## config.mk

```make
export PLATFORM = sky130hd
export DESIGN_NAME = mmc3_gen
export DESIGN_NICKNAME = d
export VERILOG_FILES = /design/src/rtl/mapper_pkg.sv /design/src/rtl/mmc3_irq_unit.sv /design/src/rtl/mmc3_gen.sv
export SDC_FILE = /design/constraint.sdc
export NUM_CORES = 1
export LEC_CHECK = 0
export CAP_MARGIN = 25
export CORE_ASPECT_RATIO = 2
export CORE_UTILIZATION = 30
export CTS_BUF_LIST = sky130_fd_sc_hd__clkbuf_2
export DETAILED_ROUTE_END_ITERATION = 16
export HOLD_SLACK_MARGIN = 0.15
export RECOVER_POWER = 50
export SETUP_SLACK_MARGIN = 0.3
export SYNTH_ARGS = -nofsm -noshare
export SYNTH_HDL_FRONTEND = slang
export SYNTH_SLANG_ARGS = --single-unit
```

## constraint.sdc

```tcl
create_clock -name clk -period 2.22 [get_ports clk]
set_input_delay 0.444 -clock clk [delete_from_list [all_inputs] [get_ports clk]]
set_output_delay 0.444 -clock clk [all_outputs]
set_load 0.01 [all_outputs]
```

## src/rtl/mapper_pkg.sv

```systemverilog
// Shared constants for the MMC3-family mappers: CPU register decode,
// bank register indices, PRG quadrant selection and SDRAM region layout.
package mapper_pkg;

  localparam logic [2:0] REG_R0 = 3'd0;
  localparam logic [2:0] REG_R1 = 3'd1;
  localparam logic [2:0] REG_R2 = 3'd2;
  localparam logic [2:0] REG_R3 = 3'd3;
  localparam logic [2:0] REG_R4 = 3'd4;
  localparam logic [2:0] REG_R5 = 3'd5;
  localparam logic [2:0] REG_R6 = 3'd6;
  localparam logic [2:0] REG_R7 = 3'd7;

  // CPU register decode on {A14, A13, A0} within $8000-$FFFF
  localparam logic [2:0] CPU_BANK_SELECT = 3'b000;
  localparam logic [2:0] CPU_BANK_DATA   = 3'b001;
  localparam logic [2:0] CPU_MIRROR      = 3'b010;
  localparam logic [2:0] CPU_RAM_CTRL    = 3'b011;
  localparam logic [2:0] CPU_IRQ_LATCH   = 3'b100;
  localparam logic [2:0] CPU_IRQ_RELOAD  = 3'b101;
  localparam logic [2:0] CPU_IRQ_DISABLE = 3'b110;
  localparam logic [2:0] CPU_IRQ_ENABLE  = 3'b111;

  typedef enum logic [1:0] {
    PSEL_R6,
    PSEL_R7,
    PSEL_2ND_LAST,
    PSEL_LAST
  } prg_sel_e;

  // PRG RAM occupies the top 2^13 bytes of SDRAM.
  localparam int PRG_RAM_SPAN_LOG2 = 13;
  // CHR region base is the SDRAM MSB (ADDR_W - offset).
  localparam int CHR_BASE_MSB_OFFSET = 1;

  function automatic prg_sel_e prg_quadrant(input logic prg_mode, input logic [1:0] quad);
    case (quad)
      2'd0:    return prg_mode ? PSEL_2ND_LAST : PSEL_R6;
      2'd1:    return PSEL_R7;
      2'd2:    return prg_mode ? PSEL_R6 : PSEL_2ND_LAST;
      default: return PSEL_LAST;
    endcase
  endfunction

endpackage

```

## src/rtl/mmc3_irq_unit.sv

```systemverilog
// MMC3-style scanline IRQ: A12 low-time filter, 8-bit reload counter,
// enable/reload control and the registered level IRQ.
module mmc3_irq_unit #(
  parameter int A12_LOW_MIN = 3
) (
  input  logic       clk,
  input  logic       reset,
  input  logic       ce,
  input  logic       a12,
  input  logic       irq_alt,
  input  logic       wr_latch,
  input  logic       wr_reload,
  input  logic       wr_disable,
  input  logic       wr_enable,
  input  logic [7:0] din,
  output logic       irq
);

  localparam int LOW_W = (A12_LOW_MIN > 0) ? $clog2(A12_LOW_MIN + 1) : 1;
  localparam logic [LOW_W-1:0] LOW_MAX = LOW_W'(A12_LOW_MIN);

  logic [LOW_W-1:0] lowcnt;
  logic             a12_prev;
  logic [7:0]       latch;
  logic [7:0]       counter;
  logic             reload;
  logic             enable;

  logic       clk_event;
  logic [7:0] counter_next;
  logic       fire;

  assign clk_event    = ce && a12 && !a12_prev && (lowcnt == LOW_MAX);
  assign counter_next = ((counter == 8'd0) || reload) ? latch : (counter - 8'd1);
  // Alt (MMC3A) behaviour suppresses the fire when a zero counter simply
  // reloads to a zero latch without an explicit reload request.
  assign fire = clk_event && (counter_next == 8'd0) && enable &&
                (!irq_alt || (counter != 8'd0) || reload);

  always_ff @(posedge clk) begin
    if (reset) begin
      lowcnt   <= '0;
      a12_prev <= 1'b0;
    end else if (ce) begin
      a12_prev <= a12;
      if (a12)
        lowcnt <= '0;
      else if (lowcnt != LOW_MAX)
        lowcnt <= lowcnt + LOW_W'(1);
    end
  end

  always_ff @(posedge clk) begin
    if (reset) begin
      latch   <= 8'd0;
      counter <= 8'd0;
      reload  <= 1'b0;
      enable  <= 1'b0;
      irq     <= 1'b0;
    end else if (ce) begin
      if (wr_latch)
        latch <= din;
      if (clk_event) begin
        counter <= counter_next;
        reload  <= 1'b0;
      end
      // A reload write on an event cycle stays pending for the next event.
      if (wr_reload)
        reload <= 1'b1;
      if (wr_disable)
        enable <= 1'b0;
      else if (wr_enable)
        enable <= 1'b1;
      if (wr_disable)
        irq <= 1'b0;
      else if (fire)
        irq <= 1'b1;
    end
  end

endmodule

```

## src/rtl/mmc3_gen.sv

```systemverilog
// Parametrised MMC3-family mapper: PRG/CHR banking, lockable multicart outer
// bank, optional PRG RAM and a filtered A12 scanline IRQ.
module mmc3_gen
  import mapper_pkg::*;
#(
  parameter int PRG_BANK_W  = 8,
  parameter int CHR_BANK_W  = 8,
  parameter int OUTER_W     = 2,
  parameter int A12_LOW_MIN = 3,
  parameter int ADDR_W      = 22
) (
  input  logic                                    clk,
  input  logic                                    reset,
  input  logic                                    ce,
  input  logic                                    irq_alt,
  input  logic                                    chr_ram,
  input  logic [15:0]                             prg_ain,
  input  logic                                    prg_read,
  input  logic                                    prg_write,
  input  logic [7:0]                              prg_din,
  output logic [ADDR_W-1:0]                       prg_aout,
  output logic                                    prg_allow,
  input  logic [13:0]                             chr_ain,
  output logic [ADDR_W-1:0]                       chr_aout,
  output logic                                    chr_allow,
  output logic                                    vram_a10,
  output logic                                    vram_ce,
  output logic                                    irq,
  output logic [((OUTER_W > 0) ? OUTER_W : 1)-1:0] outer_bank
);

  localparam int PRG_IN_W = PRG_BANK_W - OUTER_W;
  localparam int CHR_IN_W = CHR_BANK_W - OUTER_W;
  localparam int OB_W     = (OUTER_W > 0) ? OUTER_W : 1;
  localparam logic [ADDR_W-1:0] CHR_BASE = ADDR_W'(1) << (ADDR_W - CHR_BASE_MSB_OFFSET);

  logic [2:0]          bank_idx;
  logic                chr_invert;
  logic                prg_mode;
  logic                mirroring;
  logic                ram_enable;
  logic                ram_protect;
  logic [PRG_IN_W-1:0] prg_r6, prg_r7;
  // R0/R1 select 2 KB pairs, so their bit 0 is never stored.
  logic [CHR_IN_W-1:1] chr_r0, chr_r1;
  logic [CHR_IN_W-1:0] chr_r2, chr_r3, chr_r4, chr_r5;
  logic [OB_W-1:0]     outer;

  logic       reg_wr;
  logic [2:0] reg_addr;
  logic       wram_sel;

  assign reg_wr   = ce && prg_write && prg_ain[15];
  assign reg_addr = {prg_ain[14:13], prg_ain[0]};
  assign wram_sel = (prg_ain[15:13] == 3'b011);

  always_ff @(posedge clk) begin
    if (reset) begin
      bank_idx    <= 3'd0;
      chr_invert  <= 1'b0;
      prg_mode    <= 1'b0;
      mirroring   <= 1'b0;
      ram_enable  <= 1'b0;
      ram_protect <= 1'b0;
      prg_r6      <= '0;
      prg_r7      <= '0;
      chr_r0      <= '0;
      chr_r1      <= '0;
      chr_r2      <= '0;
      chr_r3      <= '0;
      chr_r4      <= '0;
      chr_r5      <= '0;
    end else if (reg_wr) begin
      case (reg_addr)
        CPU_BANK_SELECT: begin
          chr_invert <= prg_din[7];
          prg_mode   <= prg_din[6];
          bank_idx   <= prg_din[2:0];
        end
        CPU_BANK_DATA: begin
          case (bank_idx)
            REG_R0: chr_r0 <= (CHR_IN_W-1)'(prg_din[7:1]);
            REG_R1: chr_r1 <= (CHR_IN_W-1)'(prg_din[7:1]);
            REG_R2: chr_r2 <= CHR_IN_W'(prg_din);
            REG_R3: chr_r3 <= CHR_IN_W'(prg_din);
            REG_R4: chr_r4 <= CHR_IN_W'(prg_din);
            REG_R5: chr_r5 <= CHR_IN_W'(prg_din);
            REG_R6: prg_r6 <= PRG_IN_W'(prg_din);
            REG_R7: prg_r7 <= PRG_IN_W'(prg_din);
          endcase
        end
        CPU_MIRROR: mirroring <= prg_din[0];
        CPU_RAM_CTRL: begin
          ram_enable  <= prg_din[7];
          ram_protect <= prg_din[6];
        end
        default: ;
      endcase
    end
  end

  logic [PRG_BANK_W-1:0] prg_bank;
  logic [CHR_BANK_W-1:0] chr_bank;
  logic [PRG_IN_W-1:0]   prg_inner;
  logic [CHR_IN_W-1:0]   chr_inner;

  generate
    if (OUTER_W > 0) begin : g_outer
      logic lock;
      always_ff @(posedge clk) begin
        if (reset) begin
          outer <= '0;
          lock  <= 1'b0;
        end else if (ce && prg_write && wram_sel && !lock) begin
          outer <= prg_din[OUTER_W-1:0];
          lock  <= prg_din[7];
        end
      end
      assign prg_bank = {outer, prg_inner};
      assign chr_bank = {outer, chr_inner};
    end else begin : g_no_outer
      assign outer    = '0;
      assign prg_bank = prg_inner;
      assign chr_bank = chr_inner;
    end
  endgenerate

  always_comb begin
    prg_inner = '1;
    case (prg_quadrant(prg_mode, prg_ain[14:13]))
      PSEL_R6:       prg_inner = prg_r6;
      PSEL_R7:       prg_inner = prg_r7;
      PSEL_2ND_LAST: prg_inner = {{(PRG_IN_W-1){1'b1}}, 1'b0};
      default:       prg_inner = '1;
    endcase
  end

  logic [2:0] chr_slot;
  assign chr_slot = chr_ain[12:10] ^ {chr_invert, 2'b00};

  always_comb begin
    chr_inner = '0;
    case (chr_slot)
      3'd0: chr_inner = {chr_r0, 1'b0};
      3'd1: chr_inner = {chr_r0, 1'b1};
      3'd2: chr_inner = {chr_r1, 1'b0};
      3'd3: chr_inner = {chr_r1, 1'b1};
      3'd4: chr_inner = chr_r2;
      3'd5: chr_inner = chr_r3;
      3'd6: chr_inner = chr_r4;
      3'd7: chr_inner = chr_r5;
    endcase
  end

  logic              ram_hit;
  logic [ADDR_W-1:0] prg_rom_a;
  logic [ADDR_W-1:0] prg_ram_a;

  // With a multicart outer register the $6000 window belongs to it, not RAM.
  assign ram_hit   = (OUTER_W == 0) && wram_sel && ram_enable && !(ram_protect && prg_write);
  assign prg_rom_a = ADDR_W'({prg_bank, prg_ain[12:0]});
  assign prg_ram_a = {{(ADDR_W-PRG_RAM_SPAN_LOG2){1'b1}}, prg_ain[PRG_RAM_SPAN_LOG2-1:0]};

  assign prg_aout   = ram_hit ? prg_ram_a : prg_rom_a;
  assign prg_allow  = (prg_ain[15] && prg_read && !prg_write) || ram_hit;
  assign chr_aout   = CHR_BASE | ADDR_W'({chr_bank, chr_ain[9:0]});
  assign chr_allow  = chr_ram;
  assign vram_a10   = mirroring ? chr_ain[11] : chr_ain[10];
  assign vram_ce    = chr_ain[13];
  assign outer_bank = outer;

  mmc3_irq_unit #(
    .A12_LOW_MIN(A12_LOW_MIN)
  ) u_irq (
    .clk       (clk),
    .reset     (reset),
    .ce        (ce),
    .a12       (chr_ain[12]),
    .irq_alt   (irq_alt),
    .wr_latch  (reg_wr && (reg_addr == CPU_IRQ_LATCH)),
    .wr_reload (reg_wr && (reg_addr == CPU_IRQ_RELOAD)),
    .wr_disable(reg_wr && (reg_addr == CPU_IRQ_DISABLE)),
    .wr_enable (reg_wr && (reg_addr == CPU_IRQ_ENABLE)),
    .din       (prg_din),
    .irq       (irq)
  );

endmodule

```

==> run summary, run 1 <==
The flow ran to the end, and the final reports show no timing, DRC or antenna violations. The arrival time reported for the critical path endpoint came out at 1.66 ns. The number of port buffers came out at 42. The mux cell area share after synthesis came out at 17.8%. The required arrival time at the worst endpoint is 1.78 ns. In this run the clock root is driven by a sky130_fd_sc_hd__clkbuf_2. The number of buffers on the longest clock path came out at 2. The height of the chip came out at 164 um. The minimum period implied by the final worst setup slack came out at 2.11 ns. The power share of the combinational group came out at 10.1%. The count of endpoints failing hold in the final timing report was 0.

At the end of the flow the core is filled with cells to 35.4%. The clock drives 77 sinks. The level count of the clock H-tree is 3. The startpoint-to-endpoint class of the critical path is reg2out. TritonCTS built the clock tree. The x dimension of the die is 83.2 um. Dividing the detail-routed wire length by the instance count gives 16.2 um.

The initial antenna violation count came out at 1. The clock-pin slew reported for the worst setup and hold paths after clock tree synthesis is 0.21 ns. The residual antenna-violating net count after detailed routing came out at 0.

Across the run, the number of max-cap violations was 0. The net load switching power is 0.619 mW. The delay of the slowest cell on the worst path is 0.39 ns. The area of the mapped netlist is 3960 sq um. The type of element capturing the critical path is an output port. The ratio of cells with drive above 1 in the final layout came out at 22.3%. The area enclosed by the die boundary came out at 13,700 sq um. The count of cell types in the netlist is 59.

The final weighted congestion of routability-driven global placement is 0.807. Grouping stages by cell kind, the critical path spends the most delay in flip-flops. The standard cell core area came out at 12,900 sq um.

Setup violations remaining at the end of the flow were counted as 0. For this run, the top clock speed supported by timing is 0.474 GHz. The synthesized netlist devotes 0.221% of its cell area to XOR and XNOR gates. Dividing the synthesized area by the synthesized cell count gives 9.00 sq um. The worst pin sits at a relative slew slack of 60.2%. The dominant combinational cell family by area after synthesis is simple AND/OR/NAND/NOR gates. Traced cell by cell, the critical path runs through and2_1, o21bai_1, buf_4, o22a_1, buf_2.

Summing all flip-flop and latch instances after layout gives 1560 sq um. The highest fanout seen on the critical path came out at 5. On the critical path, the stage with the largest delay is an instance of sky130_fd_sc_hd__dfxtp_2.

The estimated wirelength of the detail-placed design came out at 7310 um. The path class of the lowest-slack min-delay path is in2reg. The final non-filler cell total came out at 633.

The cell area after layout came out at 4570 sq um. The routed design has 10,300 um of wire. The area overhead of the layout relative to synthesis is 15.4%.

Global routing used 15.0% of the available tracks across all layers. During synthesis, Yosys emitted a total of 0 warnings. The internal portion of total power is 1.64 mW. The post-cts hold buffer count came out at 0. The post-route DRC violation count is 0. The post-synthesis sequential element count came out at 77. The number of top-level pins came out at 96.

Yosys attributes the largest share of cell area to sky130_fd_sc_hd__dfxtp_1 39%, sky130_fd_sc_hd__mux2i_1 14%, sky130_fd_sc_hd__buf_4 6.4%. The worst IR drop on VDD came out at 0.343 mV. The actual slew at the worst max-slew pin is 0.595 ns. The placed instances occupy a cell area of 4470 sq um.

The number of cell rows came out at 59. The number of buffers and inverters on the critical path is 2. After filler insertion, the fill cell instance count of the layout stands at 1,330. The simple-gate share of the synthesized area is 21.1%.

The gate count of the mapped netlist came out at 440. After global routing the overflow that remains totals 0. In the final layout, the multi-input gates occupy 2060 sq um. The worst setup path is launched from a flip-flop. Summing the areas of all compound-gate instances in the mapped netlist gives 10.2% of the synthesized area. The switching part of the total is 27.4%. The via count of the first global-routing pass is 3,197. The minimum setup slack among reg-to-reg paths came out at 0.38 ns. The maximum number of pins on one net before global-route repair came out at 55. In this run, CTS created clock tree buffers numbering 9. The clock network fraction of design power is 28.1%. The net count reported at finish came out at 524.

The part of the cycle the worst path needs is 95.0%. The DRC marker count from the first detailed-route iteration is 119. The first global-routing pass estimated 15,800 um of wire.

After synthesis, the largest area contributor takes up 38.9% of total cell area. Sequential elements use 38.9% of the synthesized area. The number of iterations in the first detailed-routing pass came out at 4. The final setup skew is 0.0212 ns. The number of slew-limit violations in the final report is 0. The clock latency on the worst-skew pair came out at 0.55 ns.

The total vias in the final route is 3,177. The initial standard-cell utilization of the core came out at 30.7%. Setup repair after global routing could not meet its margin everywhere. The number of instances in the placed design is 608.

The detail-routed via count per cell is 5.02. The synthesized design spends more area on one cell type than any other, namely sky130_fd_sc_hd__dfxtp_1. After Yosys synthesis, full adders, half adders and majority gates account for 0.948% of the synthesized area. In this run, flip-flops and latches consume 61.8% of the power. The leakage component of the power is 1.83 nW. The power density normalized to cell area is 494 nW/um^2.
-- logic make-up after synthesis --
group,count (synthesis)
buffers and inverters,69
flip-flops,77
AO/OA/AOI/OAI,67
multiplexers,64
other,2
AND/OR/NAND/NOR,157
XOR/XNOR,1
adder cells (fa/ha/maj),3
-- placed cells by master (no fill, tap or decap), drive strengths merged, types with 4 or more instances in the layout --
cell / Yosys / final
inv: 6 / 6
a21oi: 26 / 27
conb: 2 / 5
mux2i: 57 / 57
mux4: 5 / 5
nor3: 5 / 5
nand4b: 5 / 5
nand2: 38 / 38
nor3b: 4 / 4
nand3: 14 / 14
clkbuf: 15 / 21
a31oi: 4 / 4
dlygate4sd2: 0 / 13
dfxtp: 77 / 77
o22a: 5 / 5
buf: 48 / 48
clkdlybuf4s50: 0 / 13
nor2: 66 / 66
o21ai: 18 / 18
-- flip-flops by register name, summed over array words and instances (netlist names), 5 cells and up --
register       count
u_irq.counter      8
u_irq.latch        8
chr_r2             6
chr_r3             6
chr_r4             6
chr_r5             6
prg_r6             6
prg_r7             6
chr_r0             5
chr_r1             5
-- cell type report --
class	instances	share of cell area, %
Sequential cell	77	34.1
Inverter	6	0.493
Clock inverter	3	0.301
Tap cell	152	4.16
Antenna cell	1	0.0548
Timing Repair Buffer	84	14.4
Clock buffer	12	1.31
Multi-Input combinational cell	298	45.2
-- path summary, 6_finish.rpt --
kind              depth (start not counted)          endpoint        startpoint
setup reg to reg                          8  u_irq.counter[5]  u_irq.counter[0]
hold / removal                            4         u_irq.irq             reset
setup / recovery                          5      prg_aout[14]          prg_mode
hold reg to reg                           2         chr_r4[3]         chr_r4[3]
-- power by group through the flow --
stage / Combinational [mW] / Clock [mW] / Sequential, mW
2_1_floorplan: 0.165 / 0 / 1.42
3_3_place_gp: 0.232 / 0 / 1.42
3_5_place_dp: 0.234 / 0 / 1.42
4_1_cts: 0.230 / 0.649 / 1.40
5_1_grt: 0.244 / 0.707 / 1.40
6_report: 0.228 / 0.634 / 1.40
-- synthesized netlist by cell type (all sizes together) --
| library cell | n |
|---|---|
| o21a | 1 |
| buf | 48 |
| o22a | 5 |
| nor3 | 5 |
| clkbuf | 15 |
| o311a | 1 |
| a31o | 1 |
| and2 | 2 |
| o21bai | 3 |
| a31oi | 4 |
| a2bb2oi | 1 |
| dfxtp | 77 |
| nand2b | 1 |
| nand3 | 14 |
| o31ai | 1 |
| nand4 | 3 |
| nor2b | 1 |
| a22oi | 1 |
| nand4b | 5 |
| nand2 | 38 |
| a211oi | 1 |
| and3 | 1 |
| inv | 6 |
| and4b | 2 |
| nor3b | 4 |
| a21oi | 26 |
| nor4 | 3 |
| mux2i | 57 |
| and3b | 1 |
| o211ai | 1 |
| and4 | 2 |
| mux4 | 5 |
| nor4b | 2 |
| conb | 2 |
| or3 | 1 |
| a221oi | 1 |
| nand3b | 3 |
| nor2 | 66 |
| o21ai | 18 |
| xor2 | 1 |
| or4 | 3 |
| mux2 | 2 |
| ha | 3 |
| a21o | 2 |
-- worst reg2reg max path: cells and delay by family, from the launching register on --
kind	cells	cell delay [ns]
buffers and inverters	2	0.24
flip-flops	1	0.41
AND/OR/NAND/NOR	2	0.40
adder cells (fa/ha/maj)	1	0.22
AO/OA/AOI/OAI	3	0.51
-- stage by stage --
| stage | power (mW) | setup slack (ns) | hold WS [ns] | TNS, ns |
|---|---|---|---|---|
| 2_1_floorplan | 1.59 | 0.346 | 0.429 | 0 |
| 3_3_place_gp | 1.66 | -0.518 | 0.447 | -8.44 |
| 3_5_place_dp | 1.66 | -0.527 | 0.449 | -8.81 |
| 4_1_cts | 2.28 | 0.0801 | 0.189 | 0 |
| 5_1_grt | 2.35 | 0.0182 | 0.203 | 0 |
| 6_report | 2.26 | 0.112 | 0.210 | 0 |
-- metal layers --
| layer | GRT usage [%] | wire length (um) | share of wire (%) |
|---|---|---|---|
| met5 | 0 | 0 | 0 |
| met4 | 7.29 | 269 | 2.6 |
| met3 | 2.70 | 284 | 2.8 |
| met2 | 30.1 | 5870 | 57 |
| met1 | 14.3 | 3840 | 37 |
-- timing repair --
| action | CTS | global route |
|---|---|---|
| endpoints found under the setup margin | 29 | 19 |
| resized for setup | 96 | 15 |
| setup buffers | 5 | 3 |
| gates cloned | 0 | 1 |
| pin swaps | 9 | 7 |
Power figures use the tool's default switching activity.
==> run 2: changes to the inputs <==
--- a/config.mk
+++ b/config.mk
@@ -5,12 +5,14 @@
 export SDC_FILE = /design/constraint.sdc
 export NUM_CORES = 1
 export LEC_CHECK = 0
+export ABC_AREA = 1
 export CAP_MARGIN = 25
 export CORE_ASPECT_RATIO = 2
-export CORE_UTILIZATION = 30
+export CORE_UTILIZATION = 51
 export CTS_BUF_LIST = sky130_fd_sc_hd__clkbuf_2
 export DETAILED_ROUTE_END_ITERATION = 16
 export HOLD_SLACK_MARGIN = 0.15
+export PLACE_DENSITY = 0.82
 export RECOVER_POWER = 50
 export SETUP_SLACK_MARGIN = 0.3
 export SYNTH_ARGS = -nofsm -noshare
==> run 2 against run 1 <==
The run now ends with negative setup slack left. Via count is 16% higher. Count of clock-buffer cells in the layout is 3 lower. Critical endpoint is now chr_aout[12]. Largest cell class unchanged. Combinational power is 19% higher. Non-clock buffer count is 4 lower. Area after synthesis is 1.2% lower. Register-to-register slack better by 0.08 ns. Critical path depth is 3 higher. Sequential power hardly changed. Final cell count is 10% higher. Wire length is 0.45% lower.
==> run summary, run 2 <==
The critical path in this run is classified as reg2out. The required arrival time at the worst endpoint was 1.78 ns (about the same). The net load switching power is 0.677 mW (+9.4%). The cell taking the most area after synthesis is sky130_fd_sc_hd__dfxtp_1. The number of antenna diodes came out at 0 (-1). The total buffers and inverters traversed by the critical path is 2 (unchanged). The number of fill cells is 675 (-49%). The minimum hold slack came out at 0.395 ns (+0.185 ns).

The ratio of cells with drive above 1 in the final layout is 17.3% (-5.0 points). The area of the mapped netlist is 3910 sq um (-1.2%). The async set or reset register ratio after synthesis was 0% (unchanged).

The final global-route overflow total is 0 (unchanged). The global-route wire length before repair is 16,200 um (+2.8%). The post-route DRC violation count came out at 0 (unchanged). The worst setup path is captured at an output port. The tightest slew margin relative to the limit is 64.2% (+4.0 points).

The total vias in the final route came out at 3,673 (+16%). The synthesized area divided by synthesized cell count came out at 6.97 sq um (-23%). The number of cell rows was 44 (-25%). The core utilization of the finished layout came to 63.0% (+28 points). The number of clock sinks seen by CTS came out at 77 (unchanged). The final non-filler cell total came out at 698 (+10%). The number of instances in the placed design came out at 668 (+9.9%). The count of max-cap constraint violations came out at 0 (unchanged). The achievable clock frequency is 0.426 GHz (-10%). The sequential share of power came to 52.2% (-9.6 points). The clock latency on the worst-skew pair is 0.53 ns (-0.02 ns). The overall routing resource usage came out at 26.6% (+12 points). The post-synthesis sequential element count is 77 (unchanged). The actual slew at the worst max-slew pin came to 0.536 ns (-0.0592 ns). The estimated wirelength of the detail-placed design came out at 7530 um (+3.0%).

The total routed wirelength came out at 10,200 um (-0.45%). The number of buffers on the longest clock path is 2 (unchanged). The area enclosed by the die boundary is 8040 sq um (-41%).

The level count of the clock H-tree came to 3 (unchanged). The number of port buffers came out at 42 (unchanged). The power share of the combinational group is 10.2% (about the same).

The initial standard-cell utilization of the core is 53.4% (+23 points). The worst setup slack after layout is -0.127 ns (-0.239 ns). Setup repair after global routing could not meet its margin everywhere. The flow ran to the end, but the final reports show violations. The count of cell types in the netlist is 34 (-42%).

Yosys instantiated no cell more often than sky130_fd_sc_hd__inv_1. The clock network fraction of design power came out at 37.7% (+9.6 points). The final weighted congestion of routability-driven global placement was 0.933 (+16%). The post-placement setup slack is -0.609 ns (-0.0823 ns). The count of endpoints failing hold in the final timing report came out at 0 (unchanged). The sequential fraction of the synthesis area is 39.4% (+0.49 points). The internal portion of total power came out at 2.00 mW (+22%). The TritonCTS buffer count was 9 (unchanged). The residual antenna-violating net count after detailed routing came to 0 (unchanged). The number of iterations in the first detailed-routing pass came out at 4 (unchanged). STA classifies the critical path startpoint as a flip-flop.

The largest registers in the layout are u_irq.counter: 8 flops, u_irq.latch: 8 flops. The worst IR drop on VDD is 0.482 mV (+41%). The arrival time reported for the critical path endpoint was 1.90 ns (+0.24 ns).

In the post-synthesis netlist, the biggest area contributors are sky130_fd_sc_hd__dfxtp_1 39%, sky130_fd_sc_hd__o21ai_0 7.9%, sky130_fd_sc_hd__inv_1 7.9%. The post-cts hold buffer count is 0 (unchanged). The final reports fail on negative setup slack. The area share of the largest cell type after synthesis came out at 39.4% (+0.49 points). The cell with the biggest individual delay on the critical path is sky130_fd_sc_hd__dfxtp_2.

The delay of the slowest cell on the worst path is 0.38 ns (about the same). The height of the chip came out at 126 um (-23%). The gate count of the mapped netlist came out at 561 (+28%). The number of setup violations in the final report is 8 (+8). The final setup skew is 0.0173 ns (-0.00386 ns). The leakage component of the power is 1.95 nW (+6.8%). The area overhead of the layout relative to synthesis is 18.0%. The clock-pin slew reported for the worst setup and hold paths after clock tree synthesis is 0.20 ns (about the same). The power density normalized to cell area came to 581 nW/um^2 (+18%). The number of top-level pins is 96 (unchanged).

The net count reported at finish is 649 (+24%). In this design, the largest share of critical-path delay is due to simple AND/OR/NAND/NOR gates. The signal on the critical path passes through or2_4, nand2_4, inv_6, nand3_4, nor2_1, nor3_1, o2111ai_1, buf_2. The part of the cycle the worst path needs is 106% (+11 points).

By count the netlist is led by 82 x sky130_fd_sc_hd__inv_1, 77 x sky130_fd_sc_hd__dfxtp_1, 75 x sky130_fd_sc_hd__nand2_1, 70 x sky130_fd_sc_hd__nor2_1, 62 x sky130_fd_sc_hd__o21ai_0. The minimum period implied by the final worst setup slack came out at 2.35 ns (+0.239 ns). The library cell used most frequently in the layout, excluding fill and tap cells, is sky130_fd_sc_hd__inv_1.

The DRC marker count from the first detailed-route iteration was 222 (+87%). The total number of yosys warnings came out at 0 (unchanged). The tightest min-delay check is of the in2reg type.

The number of slew-limit violations in the final report came to 0 (unchanged). Among all flip-flop cells after synthesis, the most frequent one is sky130_fd_sc_hd__dfxtp_1. The standard cell core area was 7320 sq um (-43%).

The initial antenna violation count came to 0 (-1). The via count of the first global-routing pass is 3,503 (+9.6%). The switching part of the total is 25.3% (-2.2 points). The detail-routed via count per cell came out at 5.26 (+4.8%). The routed length per placed instance came out at 14.6 um (-9.7%).

The cell sitting at the root of the clock tree is a sky130_fd_sc_hd__clkbuf_2. The clock tree from TritonCTS is built. The x dimension of the die was 63.9 um (-23%).

The top cell types in the final layout, fill and taps aside, are 79 x sky130_fd_sc_hd__inv_1, 74 x sky130_fd_sc_hd__nand2_1, 71 x sky130_fd_sc_hd__nor2_1, 71 x sky130_fd_sc_hd__dfxtp_1, 61 x sky130_fd_sc_hd__o21ai_0. The number of enable-type register cells in the synthesized netlist came out at 0 (unchanged). The highest fanout seen on the critical path is 5 (unchanged).

The maximum number of pins on one net before global-route repair is 68 (+24%).
==> run 2: cell count changes in the layout (fill, tap and decap cells not counted), sizes merged, moves of 5 or more <==
cell,change
inv,+78
o21ai,+61
mux2i,-57
nand2,+43
a21oi,+29
nand3,+14
nor2,+10
clkbuf,-8
mux4,-5
nand4b,-5
o22a,-5
==> run 2: kinds of logic after synthesis <==
group	after synthesis	share of synthesized area, %
adder cells (fa/ha/maj)	3	0.960
XOR/XNOR	1	0.224
AO/OA/AOI/OAI	149	20.4
buffers and inverters	137	17.2
AND/OR/NAND/NOR	192	21.6
flip-flops	77	39.4
other	2	0.192
==> run 2: final timing paths <==
check | cells after the start | from | slack, ns | endpoint
setup reg to reg | 11 | u_irq.counter[0] | 0.46 | u_irq.irq
setup / recovery | 8 | chr_invert | -0.13 | chr_aout[12]
hold reg to reg | 2 | u_irq.irq | 0.46 | u_irq.irq
hold / removal | 3 | prg_ain[0] | 0.40 | u_irq.reload
==> run 2: timing repair <==
| item | 4_1_cts | 5_1_grt |
|---|---|---|
| setup buffers | 9 | 5 |
| resized for setup | 99 | 22 |
| pin swaps | 11 | 10 |
| setup endpoints to repair | 21 | 15 |
==> run 2: tightest hold or removal path: cells and delay by family <==
family                 cells  cell delay [ns]
buffers and inverters      1             0.29
AOI/OAI and AO/OA          1             0.05
and+or+nand+nor            1             0.10
==> run 2: power groups by stage <==
stage          clock, mW  combinational [mW]  sequential [mW]
6_report            1.01               0.272             1.40
5_1_grt             1.07               0.296             1.40
4_1_cts             1.03               0.266             1.40
3_5_place_dp           0               0.247             1.43
3_3_place_gp           0               0.244             1.43
2_1_floorplan          0               0.170             1.43
==> run 2: area by class of cell <==
| cell class | instances | area [sq um] | area share, % |
|---|---|---|---|
| Multi-Input combinational cell | 350 | 1800 | 39.1 |
| Sequential cell | 77 | 1550 | 33.6 |
| Clock inverter | 7 | 121 | 2.63 |
| Timing Repair Buffer | 80 | 661 | 14.3 |
| Inverter | 83 | 318 | 6.89 |
| Tap cell | 92 | 115 | 2.49 |
| Clock buffer | 9 | 45.0 | 0.976 |
==> run 2: stage by stage <==
stage                     area, sq um  setup TNS, ns  total power [mW]
final                            4620         -0.571              2.68
after global routing             4620          -1.42              2.77
after CTS                        4580         -0.749              2.69
after detailed placement         4290          -6.40              1.67
after global placement           4290          -6.33              1.67
after floorplan                  3920              0              1.60
==> run 2: routing by layer <==
layer | track usage (%) | vias to the layer above | part of all wire [%]
met3 | 4.98 | 32 | 4.1
met2 | 52.2 | 96 | 58
met1 | 23.4 | 1701 | 34
met5 | 0 | - | 0
met4 | 16.8 | 0 | 4.5
li1 | - | 1844 | -
==> run 3: changes to the inputs <==
--- a/config.mk
+++ b/config.mk
@@ -6,7 +6,7 @@
 export NUM_CORES = 1
 export LEC_CHECK = 0
 export ABC_AREA = 1
-export CAP_MARGIN = 25
+export CAP_MARGIN = 0
 export CORE_ASPECT_RATIO = 2
 export CORE_UTILIZATION = 51
 export CTS_BUF_LIST = sky130_fd_sc_hd__clkbuf_2
@@ -14,6 +14,7 @@
 export HOLD_SLACK_MARGIN = 0.15
 export PLACE_DENSITY = 0.82
 export RECOVER_POWER = 50
+export REMOVE_ABC_BUFFERS = 1
 export SETUP_SLACK_MARGIN = 0.3
 export SYNTH_ARGS = -nofsm -noshare
 export SYNTH_HDL_FRONTEND = slang
==> run 3 against run 2 <==
The run still ends with negative setup slack left. Largest power group unchanged. Utilization decreased by 1.8 points. Fmax is 1.4% lower. Non-clock buffer count shrank 2. First-iteration DRC count increased by 14%. Via count grew 0.93%. Wire length is 0.79% higher. Clock skew fell by 0.0013 ns. Critical path depth increased by 2.
==> run summary, run 3 (same netlist as run 2, synthesis figures left out) <==
The run finished, with violations left. The checks that failed: negative setup slack. The clock root buffer master is sky130_fd_sc_hd__clkbuf_2. The post-route DRC violation count came out at 0 (unchanged).

The critical path goes through buf_4, nand2_4, nand2_4, inv_4, nand3_4, buf_4, o22ai_2, a21oi_1, o21ai_1, buf_2. The count of max-cap constraint violations came out at 0 (unchanged). The level count of the clock H-tree came out at 3 (unchanged). The clock-pin slew reported for the worst setup and hold paths after clock tree synthesis came out at 0.20 ns (about the same). The initial antenna violation count is 0 (unchanged). The final global-route overflow total is 0 (unchanged). The count of endpoints failing hold in the final timing report is 0 (unchanged). The number of instances in the placed design is 668 (unchanged). The final non-filler cell total is 696 (-0.29%).

The global-route wire length before repair is 16,200 um (unchanged). The residual antenna-violating net count after detailed routing was 0 (unchanged). The number of cell rows came to 44 (unchanged).

The ratio of cells with drive above 1 in the final layout is 15.2% (-2.1 points). The leakage component of the power came out at 1.90 nW (-2.6%). The required arrival time at the worst endpoint is 1.78 ns (about the same). The height of the chip is 126 um (unchanged). The tightest slew margin relative to the limit is 45.8% (-18 points). The worst register-to-register path ends at u_irq.irq. The number of top-level pins came to 96 (unchanged).

The critical path starts at chr_invert. The number of setup violations in the final report is 6 (-2). The power density normalized to cell area is 510 nW/um^2 (-12%).

The highest fanout seen on the critical path came out at 4 (-1). The final setup skew came to 0.0160 ns (-0.00132 ns). The cell count along the critical path is 10 (+2). The initial standard-cell utilization of the core came out at 53.4% (unchanged). In the layout the commonest cells are 79 x sky130_fd_sc_hd__inv_1, 76 x sky130_fd_sc_hd__nand2_1, 74 x sky130_fd_sc_hd__dfxtp_1. The worst IR drop on VDD is 0.401 mV (-17%). The area enclosed by the die boundary is 8040 sq um (unchanged). The maximum number of pins on one net before global-route repair is 68 (unchanged).

The final weighted congestion of routability-driven global placement came out at 0.934 (about the same). The number of iterations in the first detailed-routing pass was 5 (+1). The achievable clock frequency came out at 0.420 GHz (-1.4%). The overall routing resource usage came out at 26.9% (+0.24 points).

The total vias in the final route is 3,707 (+0.93%). The area overhead of the layout relative to synthesis is 14.6%. The TritonCTS buffer count came out at 9 (unchanged). The number of antenna diodes is 0 (unchanged).

The startpoint identified for the worst register-to-register timing path is u_irq.counter[1]. The estimated wirelength of the detail-placed design came out at 7570 um (+0.52%). The number of clock sinks seen by CTS came out at 77 (unchanged).

The library cell used most frequently in the layout, excluding fill and tap cells, is sky130_fd_sc_hd__inv_1. Setup repair after global routing could not meet its margin everywhere. The actual slew at the worst max-slew pin is 0.804 ns (+0.269 ns). The minimum setup slack among reg-to-reg paths came out at 0.12 ns (-0.34 ns). The clock latency on the worst-skew pair is 0.53 ns (about the same).

The net count reported at finish is 647 (-0.31%). The total routed wirelength came out at 10,300 um (+0.79%). STA classifies the critical path startpoint as a flip-flop. The delay of the slowest cell on the worst path is 0.37 ns (about the same). The depth of the worst register-to-register path came out at 10 (-1).

The kind of cell with the highest combined delay on the critical path is buffers and inverters. The detail-routed via count per cell came to 5.33 (+1.2%). The routed length per placed instance is 14.8 um (+1.1%).

The x dimension of the die came out at 63.9 um (unchanged). The post-placement setup slack came out at -0.679 ns (-0.0699 ns). The largest registers in the layout are u_irq.counter: 8 flops, u_irq.latch: 8 flops.

The standard cell core area came out at 7320 sq um (unchanged). The number of port buffers came out at 42 (unchanged). TritonCTS built the clock tree. The arrival time reported for the critical path endpoint was 1.94 ns (+0.04 ns).

Following the worst setup path forward leads to its endpoint at chr_aout[10]. The DRC marker count from the first detailed-route iteration is 253 (+14%). The critical path is of the reg2out type. The part of the cycle the worst path needs came out at 107% (+1.5 points). The worst setup slack after layout came to -0.161 ns (-0.0336 ns). The worst hold path belongs to the class in2reg.

STA classifies the critical path endpoint as an output port. The via count of the first global-routing pass is 3,476 (-0.77%). The total buffers and inverters traversed by the critical path is 4 (+2). The number of buffers on the longest clock path was 2 (unchanged). The minimum period implied by the final worst setup slack came out at 2.38 ns (+0.0336 ns).

The number of slew-limit violations in the final report is 0 (unchanged). For this design, the slowest cell found on the critical path is sky130_fd_sc_hd__dfxtp_2.
[run 3: layout make-up]
type	count	area (sq um)
inverters	83	314
repair buffers	78	673
well taps	92	115
flip-flops and latches	77	1550
clock inverters	6	30.0
fillers	672	2840
clock buffers	10	50.0
multi-input cells	350	1750
[run 3: what timing repair did]
item	in CTS	in global routing
setup buffers	7	5
endpoints found under the hold margin	0	0
setup endpoints to repair	21	19
hold buffers	0	0
pin swaps	5	5
gates resized for setup	91	15
[run 3: power breakdown]
| part | total (mW) | internal [mW] | leakage, nW | switching [mW] |
|---|---|---|---|---|
| clock | 0.615 | 0.139 | 0.0565 | 0.476 |
| sequential | 1.40 | 1.39 | 0.623 | 0.00581 |
| combinational | 0.271 | 0.119 | 1.22 | 0.152 |
[run 3: worst register-to-register path: cells and delay by family (launching register included)]
kind,cells,cell delay (ns)
AOI/OAI and AO/OA,2,0.78
adders and majority gates,1,0.15
buffers and inverters,1,0.10
DFF,1,0.38
and+or+nand+nor,6,0.65
[run 3: worst min-delay path by stage]
stage | to | cells past startpoint | slack (ns) | start
4_1_cts | u_irq.reload | 3 | 0.39 | prg_ain[0]
2_1_floorplan | g_outer.lock | 2 | 0.42 | g_outer.lock
5_1_grt | u_irq.reload | 3 | 0.37 | prg_ain[0]
3_5_place_dp | prg_r6[3] | 2 | 0.44 | prg_r6[3]
3_3_place_gp | g_outer.lock | 2 | 0.44 | g_outer.lock
6_report | u_irq.reload | 3 | 0.38 | prg_ain[0]
[run 3: metrics by stage]
stage	cell area, sq um	hold WS [ns]	util [%]	total power [mW]	setup TNS [ns]
after global routing	4480	0.371	61.2	2.38	-1.83
final	4480	0.377	61.2	2.28	-0.859
after CTS	4460	0.387	60.9	2.28	-0.779
after global placement	4290	0.436	58.6	1.67	-6.57
after floorplan	3560	0.424	-	1.53	0
after detailed placement	4290	0.443	58.6	1.67	-7.42
[run 3: metal layers]
| metal | vias to the layer above | share of wire, % | GRT usage, % |
|---|---|---|---|
| met4 | 2 | 5.6 | 17.8 |
| met5 | - | 0.38 | 3.95 |
| li1 | 1838 | - | - |
| met1 | 1679 | 35 | 26.1 |
| met3 | 43 | 5.9 | 7.34 |
| met2 | 145 | 53 | 47.6 |
